--- src/rtl/nibble_serial_subtractor_pkg.sv ---
// Shared constants, state encoding and sizing helper for the nibble-serial subtractor.
// Optional signed-overflow output is enabled by defining SUB_OVERFLOW_EN.
package nibble_serial_subtractor_pkg;

    localparam int WIDTH_DEF = 16;
    localparam int NIBBLE    = 4;

    typedef enum logic [1:0] {
        IDLE = 2'd0,
        RUN  = 2'd1,
        DONE = 2'd2
    } state_e;

    // Nibble counter width; a single-nibble operand still gets a 1-bit counter.
    function automatic int cnt_w(input int width);
        return (width / NIBBLE > 1) ? $clog2(width / NIBBLE) : 1;
    endfunction

endpackage

--- src/rtl/nibble_serial_subtractor_if.sv ---
// Start/busy/done request bus carrying operands in and the registered result out.
// master drives the request side, slave (the subtractor) drives status and result.
interface nibble_serial_subtractor_if
    import nibble_serial_subtractor_pkg::*;
#(
    parameter int WIDTH = WIDTH_DEF
);
    logic             start;
    logic [WIDTH-1:0] A;
    logic [WIDTH-1:0] B;
    logic             Bin;
    logic             busy;
    logic             done;
    logic [WIDTH-1:0] Diff;
    logic             Bout;
    logic             Ovf;

    modport master (
        output start, A, B, Bin,
        input  busy, done, Diff, Bout, Ovf
    );

    modport slave (
        input  start, A, B, Bin,
        output busy, done, Diff, Bout, Ovf
    );
endinterface

--- src/rtl/nibble_serial_subtractor_sub4.sv ---
// Purpose: combinational 4-bit ripple-borrow subtractor, D = X - Y - Bi, four full-subtractor cells.
// Latency: 0 cycles (pure combinational).
// Backpressure: none; no handshake.
module nibble_sub4 (
    input  logic [3:0] X,
    input  logic [3:0] Y,
    input  logic       Bi,
    output logic [3:0] D,
    output logic       Bo
);
    logic brw;

    always_comb begin
        D   = '0;
        brw = Bi;
        for (int i = 0; i < 4; i++) begin
            D[i] = X[i] ^ Y[i] ^ brw;
            brw  = (~X[i] & Y[i]) | (~(X[i] ^ Y[i]) & brw);
        end
        Bo = brw;
    end
endmodule

--- src/rtl/nibble_serial_subtractor.sv ---
// Purpose: WIDTH-bit A - B - Bin, one nibble per cycle LSB first; Ovf only when SUB_OVERFLOW_EN is defined.
// Latency: WIDTH/4 RUN cycles after the accepting edge, then a one-cycle done pulse.
// Backpressure: start is taken only while busy = 0 (IDLE or DONE); start during RUN is dropped.
module nibble_serial_subtractor
    import nibble_serial_subtractor_pkg::*;
#(
    parameter int WIDTH = WIDTH_DEF
) (
    input  logic                     clk,
    input  logic                     rst_n,
    nibble_serial_subtractor_if.slave bus
);
    localparam int            NIB      = WIDTH / NIBBLE;
    localparam int            CW       = cnt_w(WIDTH);
    localparam logic [CW-1:0] LAST_NIB = CW'(NIB - 1);

    state_e            state_q, state_d;
    logic [CW-1:0]     cnt_q, cnt_d;
    logic [WIDTH-1:0]  a_q, a_d, b_q, b_d;
    logic [WIDTH-1:0]  res_q, res_d;
    logic [WIDTH-1:0]  diff_q, diff_d;
    logic              brw_q, brw_d;
    logic              bout_q, bout_d;

    logic [NIBBLE-1:0]       nib_diff;
    logic                    nib_bo;
    logic [WIDTH+NIBBLE-1:0] res_cat;
    logic                    accept;
    logic                    finish;

    nibble_sub4 u_sub4 (
        .X  (a_q[NIBBLE-1:0]),
        .Y  (b_q[NIBBLE-1:0]),
        .Bi (brw_q),
        .D  (nib_diff),
        .Bo (nib_bo)
    );

    // New difference nibble enters at the top so the LSB nibble ends up at bit 0.
    assign res_cat = {nib_diff, res_q};
    assign accept  = bus.start && (state_q != RUN);
    assign finish  = (state_q == RUN) && (cnt_q == LAST_NIB);

    always_comb begin
        state_d = state_q;
        cnt_d   = cnt_q;
        a_d     = a_q;
        b_d     = b_q;
        res_d   = res_q;
        diff_d  = diff_q;
        brw_d   = brw_q;
        bout_d  = bout_q;

        case (state_q)
            RUN: begin
                a_d   = a_q >> NIBBLE;
                b_d   = b_q >> NIBBLE;
                brw_d = nib_bo;
                res_d = res_cat[WIDTH+NIBBLE-1:NIBBLE];
                cnt_d = cnt_q + 1'b1;
                if (finish) begin
                    state_d = DONE;
                    cnt_d   = '0;
                    diff_d  = res_cat[WIDTH+NIBBLE-1:NIBBLE];
                    bout_d  = nib_bo;
                end
            end
            default: state_d = IDLE;
        endcase

        // DONE accepts like IDLE so back-to-back requests lose no cycle.
        if (accept) begin
            state_d = RUN;
            cnt_d   = '0;
            a_d     = bus.A;
            b_d     = bus.B;
            brw_d   = bus.Bin;
            res_d   = '0;
        end
    end

    always_ff @(posedge clk or negedge rst_n) begin
        if (!rst_n) begin
            state_q <= IDLE;
            cnt_q   <= '0;
            a_q     <= '0;
            b_q     <= '0;
            res_q   <= '0;
            diff_q  <= '0;
            brw_q   <= 1'b0;
            bout_q  <= 1'b0;
        end else begin
            state_q <= state_d;
            cnt_q   <= cnt_d;
            a_q     <= a_d;
            b_q     <= b_d;
            res_q   <= res_d;
            diff_q  <= diff_d;
            brw_q   <= brw_d;
            bout_q  <= bout_d;
        end
    end

`ifdef SUB_OVERFLOW_EN
    logic a_sgn_q, a_sgn_d, b_sgn_q, b_sgn_d, ovf_q, ovf_d;

    // Operand sign bits are shifted out during RUN, so they are kept aside at accept.
    always_comb begin
        a_sgn_d = a_sgn_q;
        b_sgn_d = b_sgn_q;
        ovf_d   = ovf_q;
        if (accept) begin
            a_sgn_d = bus.A[WIDTH-1];
            b_sgn_d = bus.B[WIDTH-1];
        end
        if (finish) begin
            ovf_d = (a_sgn_q ^ b_sgn_q) & (nib_diff[NIBBLE-1] ^ a_sgn_q);
        end
    end

    always_ff @(posedge clk or negedge rst_n) begin
        if (!rst_n) begin
            a_sgn_q <= 1'b0;
            b_sgn_q <= 1'b0;
            ovf_q   <= 1'b0;
        end else begin
            a_sgn_q <= a_sgn_d;
            b_sgn_q <= b_sgn_d;
            ovf_q   <= ovf_d;
        end
    end

    assign bus.Ovf = ovf_q;
`else
    assign bus.Ovf = 1'b0;
`endif

    assign bus.busy = (state_q == RUN);
    assign bus.done = (state_q == DONE);
    assign bus.Diff = diff_q;
    assign bus.Bout = bout_q;
endmodule
--- src/flat_wrapper.sv ---
// flat-port wrapper written by rule: the top's interface ports become plain ports
module nibble_serial_subtractor_flat import nibble_serial_subtractor_pkg::*;
#(
    parameter int WIDTH = WIDTH_DEF
)
  (clk, rst_n, bus_start, bus_A, bus_B, bus_Bin, bus_busy, bus_done, bus_Diff, bus_Bout, bus_Ovf);
  nibble_serial_subtractor_if #(.WIDTH(WIDTH)) bus_i ();
  input  logic clk;
  input  logic rst_n;
  input wire logic [$bits(bus_i.start)-1:0] bus_start;
  input wire logic [$bits(bus_i.A)-1:0] bus_A;
  input wire logic [$bits(bus_i.B)-1:0] bus_B;
  input wire logic [$bits(bus_i.Bin)-1:0] bus_Bin;
  output wire logic [$bits(bus_i.busy)-1:0] bus_busy;
  output wire logic [$bits(bus_i.done)-1:0] bus_done;
  output wire logic [$bits(bus_i.Diff)-1:0] bus_Diff;
  output wire logic [$bits(bus_i.Bout)-1:0] bus_Bout;
  output wire logic [$bits(bus_i.Ovf)-1:0] bus_Ovf;
  assign bus_i.start = bus_start;
  assign bus_i.A = bus_A;
  assign bus_i.B = bus_B;
  assign bus_i.Bin = bus_Bin;
  assign bus_busy = bus_i.busy;
  assign bus_done = bus_i.done;
  assign bus_Diff = bus_i.Diff;
  assign bus_Bout = bus_i.Bout;
  assign bus_Ovf = bus_i.Ovf;
  nibble_serial_subtractor #(.WIDTH(WIDTH)) u_core (.clk(clk), .rst_n(rst_n), .bus(bus_i));
endmodule
--- config.mk ---
export PLATFORM = sky130hd
export DESIGN_NAME = nibble_serial_subtractor_flat
export DESIGN_NICKNAME = d
export VERILOG_FILES = /design/src/rtl/nibble_serial_subtractor_pkg.sv /design/src/rtl/nibble_serial_subtractor_if.sv /design/src/rtl/nibble_serial_subtractor_sub4.sv /design/src/rtl/nibble_serial_subtractor.sv /design/src/flat_wrapper.sv
export SDC_FILE = /design/constraint.sdc
export NUM_CORES = 1
export LEC_CHECK = 0
export ABC_AREA = 0
export CORE_ASPECT_RATIO = 0.6
export CORE_MARGIN = 8
export CORE_UTILIZATION = 30
export DETAILED_ROUTE_END_ITERATION = 7
export HOLD_SLACK_MARGIN = 0.06
export MAX_ROUTING_LAYER = met4
export SKIP_LAST_GASP = 1
export SLEW_MARGIN = 5
export SYNTH_ARGS = -nofsm -noshare
export SYNTH_HDL_FRONTEND = slang
export SYNTH_SLANG_ARGS = --single-unit
--- constraint.sdc ---
create_clock -name clk -period 3.1 [get_ports clk]
set_input_delay 0.62 -clock clk [delete_from_list [all_inputs] [get_ports clk]]
set_output_delay 0.62 -clock clk [all_outputs]
set_load 0.01 [all_outputs]
==> metrics.md, run 1 <==
| Metric | Value |
|---|---|
| Status | `finished clean` |
| Leakage power | `about 1.9 nW` |
| Worst setup SP type | `register` |
| P_int | `roughly 3 mW` |
| Max VDD drop | `just under 0.4 mV` |
| CP endpoint kind | `register` |
| Top Ports | `56` |
| Initial antenna violation count | `0` |
| Worst Path Required | `roughly 3.3 ns` |
| CTS tree | `built` |
| Buffers on Ports | `54` |
| Part of the power in the clock network | `0.282` |
| First-pass GRT wire length | `~10,000 um` |
| Pwr dens | `about 1000 nW/um^2` |
| Clock Path Buffers | `2` |
| Slowest library cell on the worst path | `fa_1` |
| Rows | `28` |
| RSZ-0062 raised after global routing | `false` |
| Share of layout cells above drive strength 1 | `0.354` |
| CP max FO | `2` |
| Worst-margin pin slew | `between 0.9 and 1 ns` |
| Number of CTS-inserted buffers | `9` |
| Final wirelength | `6180 um` |
| Routed WL per cell | `around 15 um` |
| Setup TNS | `0 ns` |
| Setup Buffers After CTS | `0` |
| Final setup viols | `0` |
| Die ar. | `~14,000 um^2` |
| Fin. max-slew vios | `0` |
| Mapped Cells | `213` |
| Total number of vias | `approximately 1.8k` |
| DRC Markers | `0` |
| Vias in the first global route | `about 2.0k` |
| Yosys cell types | `18` |
| Post-Syn Nets | `between 200 and 300` |
| CP max stage delay | `between 0.4 and 0.5 ns` |
| Initial DRC Count | `66` |
| Initial Util | `0.311` |
| GRT Util Overall | `0.0966` |
| Max cap viols | `0` |
| CTS resizes | `0` |
| Pre-Repair DR Iteration Count | `4` |
| H-tree depth | `3` |
| Final Cycle Share | `0.771` |
| Filler Cell Count | `between 900 and 1k` |
| Net Sw Power | `~1.2 mW` |
| FMAX | `418 MHz` |
| Flop pwr share | `0.350` |
| Worst-path cell chain | `fa_1 > inv_1 > fa_1 > inv_1 > fa_1 > inv_1 > fa_1 > mux2_2` |
| Largest net degree at the start of global routing | `67` |
| Top cell by count, worst path | `fa_1` |
| CTS clk-pin slew, worst paths | `~0.05 ns` |
| ANT cells | `0` |
| Syn Area/Cell | `14.5 um^2` |
| Final nets | `310` |
| Total gr overflow | `0` |
| Die Span X | `about 150 um` |
| Fin. Hold Viols | `0` |
| DPL Wire Length | `4300 um` |
| Sw frac | `0.283` |
| CORE AREA | `9910 um^2` |
| Worst Hold Class | `primary input to asynchronous set/reset pin` |
| Die span in y | `94.5 um` |
| Setup CP Type | `register to register` |
| CTS Sinks | `66` |
| Most common cell after layout, fill and taps aside | `dfrtp_1` |
| Gpl congestion | `0.700` |
| CTS Hold Buffers Added | `0` |
| Tmin final | `~2.4 ns` |
| Setup Skew | `0.00439 ns` |
| Seq/Total Area, Yosys | `0.536` |
| Design area | `roughly 4100 um^2` |
| Clk Latency, worst-skew pair | `between 0.3 and 0.4 ns` |
| Combinational power share | `0.369` |
| Slew HR | `0.358` |
| Area Overhead vs Synth | `31.7%` |
| Yosys warning count | `0` |
| Cell Area, Synth | `3080 um^2` |
| Post-DRT Antenna Nets | `0` |
| Clock root buffer | `clkbuf_16` |
| Placed Area | `roughly 3700 um^2` |
| Most frequent cells in the layout | `dfrtp_1, mux2_2, clkdlybuf4s50_1` |
| CP Data Arrival Time | `2.60 ns` |
| Vias/cell | `around 4.3` |
| FF+latch count, synth | `66` |
## area by class of cell
cell class	instances	area [um^2]	share of cell area
clock inverter	5	100	0.0247
sequential	66	1650	0.407
clock buffer	11	253	0.0623
inverter	13	48.8	0.0120
tap	135	169	0.0416
multi-input combinational	121	1270	0.314
timing repair buffer	58	561	0.138
## Yosys cell counts, drive strengths merged
cell type | count | share of area
clkinv | 1 | 0.0012
nor4b | 1 | 0.0028
ha | 1 | 0.0041
inv | 12 | 0.015
dfrtp | 66 | 0.54
conb | 1 | 0.0012
nand3b | 1 | 0.0024
fa | 4 | 0.026
mux2 | 73 | 0.28
mux2i | 16 | 0.052
nor2 | 8 | 0.0097
nand2b | 3 | 0.0061
buf | 13 | 0.035
nor2b | 12 | 0.024
a31o | 1 | 0.0028
## sequential cells by signal, indices dropped and copies added (netlist names)
register	count
u_core.a_q	16
u_core.b_q	16
u_core.bus.Diff	16
u_core.res_q	12
u_core.cnt_q	2
u_core.state_q	2
u_core.brw_q	1
u_core.bus.Bout	1
## worst max-delay path, delay by kind of cell, from the launching register on
family	cells	cell delay (ns)
buffers and inverters	3	0.21
muxes	1	0.27
DFF	1	0.39
adders and majority gates	4	1.39
## routing by layer
metal | vias up | track usage | wire (um)
met4 | 0 | 0.0307 | 57
met1 | 867 | 0.131 | 3300
met3 | 6 | 0.0344 | 266
li1 | 839 | - | -
met2 | 44 | 0.131 | 2550
met5 | - | - | 0
## cells by family (layout without fill, tap and decap cells)
| family | Yosys count | after routing | synth area share |
|---|---|---|---|
| and+or+nand+nor | 25 | 25 | 0.0455 |
| DFF | 66 | 66 | 0.536 |
| buffers and inverters | 26 | 87 | 0.0512 |
| muxes | 89 | 89 | 0.333 |
| adders and majority gates | 5 | 5 | 0.0300 |
| AOI/OAI and AO/OA | 1 | 1 | 0.00284 |
| other | 1 | 1 | 0.00122 |
## stage by stage
| stage | setup slack, ns | power (mW) | util | hold slack, ns | cells |
|---|---|---|---|---|---|
| 2_1_floorplan | 0.777 | 2.54 | - | 0.324 | 213 |
| 3_3_place_gp | 0.747 | 3.02 | 0.374 | 0.487 | 393 |
| 3_5_place_dp | 0.698 | 3.07 | 0.374 | 0.489 | 393 |
| 4_1_cts | 0.674 | 4.28 | 0.409 | 0.501 | 409 |
| 5_1_grt | 0.570 | 4.47 | 0.409 | 0.505 | 409 |
| 6_report | 0.710 | 4.20 | 0.409 | 0.475 | 409 |
## final timing paths
kind,from,to,slack [ns],cells after the start
setup reg to reg,u_core.brw_q,u_core.res_q[15],0.71,8
max in group asynchronous,rst_n,u_core.b_q[15],2.06,2
min in group clk,u_core.a_q[8],u_core.a_q[4],0.50,1
setup / recovery,u_core.brw_q,u_core.res_q[15],0.71,8
hold / removal,rst_n,u_core.bus.Diff[2],0.48,2
hold reg to reg,u_core.a_q[8],u_core.a_q[4],0.50,1
## power groups by stage
stage	sequential, mW	clock, mW	combinational, mW
after global placement	1.48	0	1.55
final	1.47	1.18	1.55
after detailed placement	1.49	0	1.58
after global routing	1.52	1.25	1.70
after CTS	1.48	1.22	1.59
after floorplan	1.47	0	1.08
No activity file was read; power rests on OpenSTA's default activity.
==> inputs of run 2 (changes only) <==
clock period = 2.1 ns   (was 3.1 ns; I/O delays follow)
==> metrics.md, run 2 (synthesized netlist as in run 1, its figures left out) <==
| Metric | Value |
|---|---|
| Worst path buffer plus inverter count | `4 (+1)` |
| Top cell by count, worst path | `inv_2` |
| Worst r2r dst | `u_core.bus.Diff[15]` |
| Slowest library cell on the worst path | `fa_1` |
| CTS clk-pin slew, worst paths | `0.06 ns (about the same)` |
| CP Depth | `9 (+1)` |
| Buffers on Ports | `54 (unchanged)` |
| Crit. Startpoint | `u_core.a_q[0]` |
| Largest net degree at the start of global routing | `48 (-28%)` |
| Setup TNS | `-0.248 ns (-0.248 ns)` |
| Placed Instances | `396 (+0.76%)` |
| Min Hold Slack | `0.501 ns (+0.0259 ns)` |
| Final Cycle Share | `1.06 (+0.290)` |
| Most frequent cells in the layout | `dfrtp_1, mux2_2, clkdlybuf4s50_1` |
| Initial DRC Count | `65 (-1.5%)` |
| H-tree depth | `3 (unchanged)` |
| Vias in the first global route | `1,996 (+1.8%)` |
| Worst R2R Start | `u_core.a_q[0]` |
| Top sig layer | `met4` |
| CP endpoint kind | `register` |
| FMAX | `449 MHz (+7.3%)` |
| Initial antenna violation count | `0 (unchanged)` |
| Rows | `28 (unchanged)` |
| Met2 Routed Length | `2580 um (+1.1%)` |
| Post-DRT Antenna Nets | `0 (unchanged)` |
| Worst Path Required | `2.31 ns (-1.00 ns)` |
| CTS Sinks | `66 (unchanged)` |
| Total gr overflow | `0 (unchanged)` |
| Number of CTS-inserted buffers | `9 (unchanged)` |
| CP Data Arrival Time | `2.44 ns (-0.16 ns)` |
| Fin. max-slew vios | `0 (unchanged)` |
| Sw frac | `0.295 (+0.0120)` |
| Clock Path Buffers | `2 (unchanged)` |
| Final cell count without fillers | `413 (+0.98%)` |
| Worst setup SP type | `register` |
| Worst Hold Class | `register to register` |
| RSZ-0062 raised after global routing | `true` |
| WL met1 | `3270 um (-0.91%)` |
| CTS tree | `built` |
| Max VDD drop | `0.485 mV (+25%)` |
| Filler Cell Count | `937 (+1.7%)` |
| Initial Util | `0.311 (unchanged)` |
| Share of layout cells above drive strength 1 | `0.385 (+0.0309)` |
| Gpl congestion | `0.713 (+1.9%)` |
| Setup Skew | `0.00425 ns (-0.000137 ns)` |
| Die ar. | `13,900 um^2 (unchanged)` |
| Final setup viols | `2 (+2)` |
| Die Span X | `147 um (unchanged)` |
| Worst-path cell chain | `inv_2 > fa_2 > inv_2 > fa_2 > inv_2 > fa_2 > inv_2 > fa_1 > mux2_4` |
| P_int | `4.26 mW (+42%)` |
| Max cap viols | `0 (unchanged)` |
| CP endpoint | `u_core.bus.Diff[15]` |
| Pre-Repair DR Iteration Count | `3 (-1)` |
| CP max FO | `2 (unchanged)` |
| Slew HR | `0.612 (+0.255)` |
| Flop pwr share | `0.359 (+0.009)` |
| Status | `complete, but fails checks` |
| Reg2reg path depth | `9 (+1)` |
| Top cell family by delay on the critical path | `adder cells` |
| Net Sw Power | `1.78 mW (+50%)` |
| Die span in y | `94.5 um (unchanged)` |
| Clock root buffer | `clkbuf_16` |
| Fin. Hold Viols | `0 (unchanged)` |
| Top Ports | `56 (unchanged)` |
| GRT Util Overall | `0.101 (+0.00424)` |
| DRC Markers | `0 (unchanged)` |
| Met3 routed WL | `329 um (+24%)` |
| Setup ws final | `-0.128 ns (-0.838 ns)` |
| Pre-CTS WS | `-0.164 ns (-0.862 ns)` |
| Routed WL per cell | `15.1 um (+0.14%)` |
| Tmin final | `2.23 ns (-0.162 ns)` |
| Setup CP Type | `register to register` |
| Final wirelength | `6240 um (+1.1%)` |
| CTS resizes | `0 (unchanged)` |
| HP Start | `u_core.a_q[8]` |
| DPL Wire Length | `4470 um (+3.9%)` |
| Final nets | `314 (+1.3%)` |
| Worst-margin pin slew | `0.581 ns (-0.379 ns)` |
| Part of the power in the clock network | `0.250 (-0.032)` |
| Clk Latency, worst-skew pair | `0.33 ns (about the same)` |
| Pwr dens | `1480 nW/um^2 (+43%)` |
| R2r setup slk | `-0.13 ns (-0.84 ns)` |
| CP max stage delay | `0.40 ns (about the same)` |
| Total number of vias | `1,769 (+0.74%)` |
| Vias/cell | `4.28 (-0.24%)` |
| Failing checks | `setup timing` |
| Combinational power share | `0.391 (+0.022)` |
| Most common cell after layout, fill and taps aside | `dfrtp_1` |
| ANT cells | `0 (unchanged)` |
| First-pass GRT wire length | `10,500 um (+4.4%)` |
| Area Overhead vs Synth | `32.4%` |
| CORE AREA | `9910 um^2 (unchanged)` |
| Leakage power | `1.87 nW (+0.10%)` |
-- run 2: how the worst min path moves through the flow --
| stage | endpoint | slack [ns] | cells past startpoint |
|---|---|---|---|
| after CTS | u_core.a_q[3] | 0.51 | 1 |
| after global routing | u_core.bus.Diff[4] | 0.52 | 1 |
| final | u_core.a_q[4] | 0.50 | 1 |
| after floorplan | u_core.a_q[0] | 0.12 | 0 |
| after global placement | u_core.bus.Diff[5] | 0.40 | 1 |
| after detailed placement | u_core.bus.Diff[9] | 0.41 | 1 |
-- run 2: cell type report --
class,instances,area [um^2],area share
Multi-Input combinational cell,121,1290,0.315
Tap cell,135,169,0.0414
Clock inverter,5,52.6,0.0129
Inverter,13,48.8,0.0120
Timing Repair Buffer,62,618,0.152
Sequential cell,66,1650,0.405
Clock buffer,11,253,0.0620
-- run 2: power by group through the flow --
stage,Sequential [mW],Combinational (mW),Clock [mW]
2_1_floorplan,2.17,1.63,0
5_1_grt,2.25,2.61,1.62
3_5_place_dp,2.20,2.41,0
6_report,2.17,2.36,1.51
3_3_place_gp,2.18,2.37,0
4_1_cts,2.18,2.42,1.56
-- run 2: repair_timing --
item | CTS | global route
buffers inserted | 0 | 0
hold buffers | 1 | 0
pin swaps | 1 | 0
hold endpoints to repair | 11 | 0
setup endpoints to repair | 2 | 2
-- run 2: through the flow --
step | util | cell area, um^2 | total power [mW]
3_5_place_dp | 0.380 | 3760 | 4.61
4_1_cts | 0.411 | 4080 | 6.17
3_3_place_gp | 0.380 | 3760 | 4.54
2_1_floorplan | - | 3090 | 3.80
5_1_grt | 0.411 | 4080 | 6.47
6_report | 0.411 | 4080 | 6.04
-- run 2: per-layer routing --
| layer | up-vias | track usage |
|---|---|---|
| li1 | 846 | - |
| met1 | 872 | 0.134 |
| met2 | 44 | 0.137 |
| met3 | 7 | 0.0406 |
| met4 | 0 | 0.0307 |
| met5 | - | - |
